File: config.mk
export PLATFORM = sky130hd
export DESIGN_NAME = rs232_rx
export DESIGN_NICKNAME = d
export VERILOG_FILES = /design/src/rtl/rs232_rx.sv
export SDC_FILE = /design/constraint.sdc
export NUM_CORES = 1
export LEC_CHECK = 0
export BUFFER_PORTS_ARGS = -buffer_cell sky130_fd_sc_hd__clkbuf_2
export CORE_UTILIZATION = 52
export DETAILED_ROUTE_END_ITERATION = 6
export PLACE_DENSITY = 0.71
export SLEW_MARGIN = 30
export SYNTH_ARGS = -nofsm -noshare
export SYNTH_HDL_FRONTEND = slang
export SYNTH_SLANG_ARGS = --single-unit
File: constraint.sdc
create_clock -name clk -period 1.87 [get_ports clk]
set_input_delay 0.187 -clock clk [delete_from_list [all_inputs] [get_ports clk]]
set_output_delay 0.187 -clock clk [all_outputs]
set_load 0.1 [all_outputs]
File: src/rtl/rs232_rx.sv
// 8N1 UART receiver: two-flop synchronizer, centre-sampling FSM, and a rdy/done
// handshake carrying sticky framing-error and overrun flags.
module rs232_rx #(
    parameter int TICKS = 1302,
    parameter int HALF  = TICKS / 2
) (
    input  logic       clk,
    input  logic       rst,
    input  logic       RxD,
    input  logic       done,
    output logic [7:0] data,
    output logic       rdy,
    output logic       ferr,
    output logic       ovr,
    output logic       busy,
    output logic [1:0] dbg_state
);

    typedef enum logic [1:0] {
        IDLE  = 2'd0,
        START = 2'd1,
        DATA  = 2'd2,
        STOP  = 2'd3
    } state_t;

    localparam logic [11:0] TICK_LAST = 12'(TICKS - 1);
    localparam logic [11:0] HALF_LAST = 12'(HALF - 1);

    state_t      state_q,  state_d;
    logic        s1_q,     s1_d;
    logic        s2_q,     s2_d;
    logic        prev_q,   prev_d;
    logic [11:0] tick_q,   tick_d;
    logic [2:0]  bitcnt_q, bitcnt_d;
    logic [7:0]  shreg_q,  shreg_d;
    logic [7:0]  data_q,   data_d;
    logic        rdy_q,    rdy_d;
    logic        ferr_q,   ferr_d;
    logic        ovr_q,    ovr_d;
    logic        rxs;
    logic        complete;

    always_ff @(posedge clk) begin
        if (rst) begin
            state_q  <= IDLE;
            s1_q     <= 1'b1;
            s2_q     <= 1'b1;
            prev_q   <= 1'b1;
            tick_q   <= 12'd0;
            bitcnt_q <= 3'd0;
            shreg_q  <= 8'd0;
            data_q   <= 8'd0;
            rdy_q    <= 1'b0;
            ferr_q   <= 1'b0;
            ovr_q    <= 1'b0;
        end else begin
            state_q  <= state_d;
            s1_q     <= s1_d;
            s2_q     <= s2_d;
            prev_q   <= prev_d;
            tick_q   <= tick_d;
            bitcnt_q <= bitcnt_d;
            shreg_q  <= shreg_d;
            data_q   <= data_d;
            rdy_q    <= rdy_d;
            ferr_q   <= ferr_d;
            ovr_q    <= ovr_d;
        end
    end

    always_comb begin
        s1_d     = RxD;
        s2_d     = s1_q;
        rxs      = s2_q;
        prev_d   = rxs;
        state_d  = state_q;
        tick_d   = tick_q;
        bitcnt_d = bitcnt_q;
        shreg_d  = shreg_q;
        data_d   = data_q;
        rdy_d    = rdy_q;
        ferr_d   = ferr_q;
        ovr_d    = ovr_q;
        complete = 1'b0;

        case (state_q)
            IDLE: begin
                // Only a high-to-low transition starts a frame, so a held-low break is ignored.
                if (!rxs && prev_q) begin
                    state_d = START;
                    tick_d  = 12'd0;
                end
            end
            START: begin
                if (tick_q == HALF_LAST) begin
                    tick_d = 12'd0;
                    if (!rxs) begin
                        state_d  = DATA;
                        bitcnt_d = 3'd0;
                    end else begin
                        state_d = IDLE;
                    end
                end else begin
                    tick_d = tick_q + 12'd1;
                end
            end
            DATA: begin
                if (tick_q == TICK_LAST) begin
                    shreg_d = {rxs, shreg_q[7:1]};
                    tick_d  = 12'd0;
                    if (bitcnt_q == 3'd7) begin
                        state_d = STOP;
                    end else begin
                        bitcnt_d = bitcnt_q + 3'd1;
                    end
                end else begin
                    tick_d = tick_q + 12'd1;
                end
            end
            STOP: begin
                if (tick_q == TICK_LAST) begin
                    complete = 1'b1;
                    tick_d   = 12'd0;
                    state_d  = IDLE;
                end else begin
                    tick_d = tick_q + 12'd1;
                end
            end
            default: begin
                state_d = IDLE;
                tick_d  = 12'd0;
            end
        endcase

        // A completion beats a same-cycle done; done only consumes a byte that was pending.
        if (complete) begin
            data_d = shreg_q;
            rdy_d  = 1'b1;
            ferr_d = ~rxs | (ferr_q & ~done);
            ovr_d  = rdy_q & ~done;
        end else if (done && rdy_q) begin
            rdy_d  = 1'b0;
            ferr_d = 1'b0;
            ovr_d  = 1'b0;
        end
    end

    assign data      = data_q;
    assign rdy       = rdy_q;
    assign ferr      = ferr_q;
    assign ovr       = ovr_q;
    assign busy      = (state_q != IDLE);
    assign dbg_state = state_q;

endmodule

Yosys cells after proc, flatten, opt, wreduce, memory -nomap -nowiden

Cells that the tools add are included.

Add/sub/neg operators: 2
Equality and inequality tests: 13
Mux-type cells: 22
Bitwise operators: 5
Reductions and logical operators: 11

Operators with widths:

| operator              | count |
|---|---|
| $mux 12               | 3 |
| $pmux 12 s3           | 1 |
| $ne 2x2->1 const B    | 7 |
| $add 12x1->12 const B | 1 |
| $eq 12x10->1 const B  | 1 |
| $eq 12x11->1 const B  | 1 |
| $mux 2                | 6 |
| $mux 3                | 4 |
| $reduce_and 5->1      | 2 |
| $pmux 2 s4            | 1 |
| $mux 1                | 6 |
| $pmux 3 s2            | 1 |
| $reduce_bool 2->1     | 3 |
| $eq 2x2->1 const B    | 2 |
| $add 3x1->3 const B   | 1 |
| $eq 3x3->1 const B    | 1 |
| $and 1x1->1           | 2 |
| $eq 2x1->1 const B    | 1 |
| $logic_and 1x1->1     | 2 |
| $logic_not 2->1       | 1 |
| $not 1->1             | 2 |
| $reduce_and 2->1      | 1 |
| $reduce_or 2->1       | 1 |
| $logic_not 1->1       | 1 |
| $or 1x1->1            | 1 |

Flip-flop bits (word level): 39
Input port bits: 4
Output and inout port bits: 14
Word-level logic and storage cells: 64

Logic depth before layout (Yosys ltp)

Word-level depth: 4
Mapped depth: 8
Depth with buffers taken out: 7

Worst setup path after synthesis

Ideal clock, no wire load.

Path type: reg2reg
Start: register with a tool-made name
End: register bitcnt_q[1]
Library setup time: 116 ps
Arrival time: 2296 ps
Data required time: 1754 ps
Setup slack: -543 ps
Stages on the path, launching flop included: 7
Buffers on the path: 1
Clock period less this slack: 2413 ps
Cell sequence: dfxtp_1 > buf_2 > or3b_2 > nor4_1 > o21ba_2 > nor3b_1 > a41o_1

RTL lines:

| element                | line | source |
|---|---|---|
| end signal: assignment | 62   | `bitcnt_q <= bitcnt_d;` |
| end: declaration       | 34   | `logic [2:0] bitcnt_q, bitcnt_d;` |

Worst setup path after layout

Start: register tick_q[6]
End: register tick_q[2]

Longest elaborated chain between the ends: 3
Elaborated cells on any way between the ends: 5
Classes of those cells: eq/ne (2); mux (3)

Ends and longest elaborated chain:

| element                                      | line         | source |
|---|---|---|
| start: declaration                           | 33           | `logic [11:0] tick_q, tick_d;` |
| start signal: assignment                     | 61           | `tick_q <= tick_d;` |
| $eq 12x11->1 or $eq 12x10->1 (tied branches) | 108, 121, 95 |  |
| $mux 12 (on tied branches)                   | 108, 121, 95 |  |
| $pmux 12 s3 *                                | 86           | `case (state_q)` |

Mark *: on every way between the ends. The rest lies on a longest branch, timed or not.
A chain may end at the register's enable or synchronous reset.

==> out/metrics.yaml <==
cp-end-kind: "register"
cts_tree: "built"
synth_edf_count: 0
clk_latency_ps: 350
dp.cells: 280
dpl_cell_area_um2: 2030
n_antenna_cell: 0
dp_hpwl_mm: 2.99
final.setup.worst_slack_ps: 35.9
grt_usage_pct: 24.0
ant_nets: 0
crit_chain: "or3_4 -> or3_4 -> a21o_4 -> buf_4 -> nand3b_1 -> a31oi_1"
synth_top_family_by_area: "simple AND/OR/NAND/NOR gates"
avgSynthCellArea_um2: 8.55
yosys.area_share.simple_pct: 27.9
final_area_um2: 2250
synth-seq-area-share_pct: 43.1
row_count: 21
vias: 1689
htree_levels: 2
drt-initial-drc-count: 107
ios: 18
grt_pass1_wl_mm: 6.51
synth.area.top_cells: "dfxtp_1 43%, nand3_1 5.8%, mux2i_1 5.0%"
crit_top_cell: "or3_4"
leakagePower_nw: 0.821
synth_xor_area_share_pct: 0.483
synth_seq_cells: 39
final_nets: 254
vias_per_cell: 5.78
p_total_mw: 1.43
synthMuxAreaShare_pct: 4.97
fp.dieH_um: 61.0
cp_max_fo: 5
period_needed_ps: 1830
die-width_um: 61.0
path_class: "register to register"
cts.path.max_buffers: 2
synthArstFlopShare_pct: 0
maxCapViolCount: 0
synthesis.nets: 221
period_share_pct: 98.1
hold_violations: 0
area_growth_pct: 24.1
finClkSkew_ps: 7.80
setup_viol: 0
clkTransAtPathRegs_ps: 110
place_ws_ps: -75.9
fmax_mhz: 545
ys_types: 46
report.final.slew_viol_count: 0
cp-start-kind: "register"
synthAdderAreaFrac_pct: 3.45
die_area_um2: 3730
synth_ff_type: "dfxtp_1"
cp.required_ps: 2100
grt_pass1_vias: 1381
gp_congestion: 0.830
crit_arrival_ps: 2060
cts_sinks: 39
status: "completed"
syn_area_um2: 1810
busiest_layer: "met2"
rsz0062_at_grt: "yes"
grt_overflow: 0
tightest_slew_ps: 554
clockRootBuffer: "clkbuf_4"
instances_no_fill: 292
drc: 0
ir_worst_vdd_mv: 0.392
power_density_nw_per_um2: 636
use_met2_pct: 35.9
numCtsBuffers: 5
wl_per_cell_um: 15.3
syn_inst: 212
yosysWarningCount: 0
synth_area_leader_cell: "dfxtp_1"
crit_path_max_incr_delay_ps: 430
slowest_stage: "or3_4"
slew_headroom_pct: 63.2
start_util_pct: 54.3
first_pass_iters: 4
hold_class: "input port to register"
core_um2: 3340
wl_mm: 4.47
drive_gt1_share_pct: 32.1
synth_compound_area_share_pct: 14.9
gr-usage-met3_pct: 6.09
grt_max_degree: 33
yosys.area.top_type_share_pct: 43.1
use_met1_pct: 33.9
numPortBuffers: 17
antenna_found_initial: 0
[cell usage after synthesis (all sizes together), types with 3 or more instances]
library cell	instances
a21oi	16
a31oi	6
buf	6
clkbuf	7
dfxtp	39
ha	5
inv	6
mux2i	9
nand2	22
nand2b	4
nand3	21
nand4	3
nor2	19
nor3	5
o21ai	5
or2	3
or3	6
[cell usage in the layout, fill, tap and decap left out, types with 5 or more instances in the layout]
master    synthesis  layout
o21ai_0           5       5
a21oi_1          14      14
nand2_1          22      22
nand3_1          21      20
dfxtp_2           0       7
clkbuf_4          0       5
dfxtp_1          39      30
mux2i_1           9       9
buf_4             1      21
a31oi_1           6       5
clkbuf_2          1      17
nor2_1           19      19
inv_1             6       6
nor3_1            5       5
[area by class of cell]
| class | count | area (µm²) |
|---|---|---|
| fillers | 277 | 1090 |
| repair buffers | 39 | 254 |
| clock buffers | 6 | 41.3 |
| inverters | 6 | 22.5 |
| well taps | 46 | 57.6 |
| flip-flops and latches | 39 | 797 |
| clock inverters | 2 | 12.5 |
| multi-input cells | 154 | 1060 |
[state kept, by name, indices dropped and copies added (netlist names), named ones only]
name,count
dbg_state,1
shreg_q,8
s1_q,1
tick_q,12
ovr,1
rdy,1
data,8
prev_q,1
prev_d,1
ferr,1
bitcnt_q,3
[timing repair]
action / CTS / global route
gates cloned: 0 / 0
gates resized for setup: 11 / 18
endpoints found under the setup margin: 5 / 26
hold buffers: 0 / 0
pin swaps: 5 / 8
buffers inserted: 1 / 3
[worst paths after layout]
path,start,endpoint,slack (ps),cells past startpoint
hold / removal,RxD,s1_q,20,2
setup reg to reg,tick_q[6],tick_q[2],40,6
hold reg to reg,s1_q,prev_d,420,1
setup / recovery,tick_q[6],tick_q[2],40,6
[kinds of logic after synthesis]
kind of cell,count (synthesis)
simple gates,98
compound gates,41
flops,39
buf+inv,19
mux,9
fa+ha+maj,5
xor+xnor,1
[worst max-delay path, delay by kind of cell, from the launching register on]
kind / cells / cell delay, ps
flops: 1 / 330
simple gates: 3 / 920
compound gates: 2 / 310
buf+inv: 1 / 150
[stage by stage]
step	hold slack (ps)	TNS [ps]	util, %
after detailed placement	384	-206	60.7
final	24.2	0	67.4
after global placement	372	0	60.7
after CTS	14.3	-130	64.1
after global routing	12.9	-88.8	67.4
after floorplan	291	0	-
[report_power, final]
| part | internal [mW] | switching (mW) |
|---|---|---|
| clock | 0.145 | 0.279 |
| combinational | 0.0504 | 0.108 |
| sequential | 0.838 | 0.0103 |
| total | 1.03 | 0.397 |
[layer usage]
metal  share of wire, %  wire (µm)  vias up
li1                   -          -      824
met1                 44       1970      797
met2                 48       2160       61
met3                6.1        272        7
met4                1.3         59        0
met5                  0          0        -
Note: power is estimated with default switching activity, not from simulation.
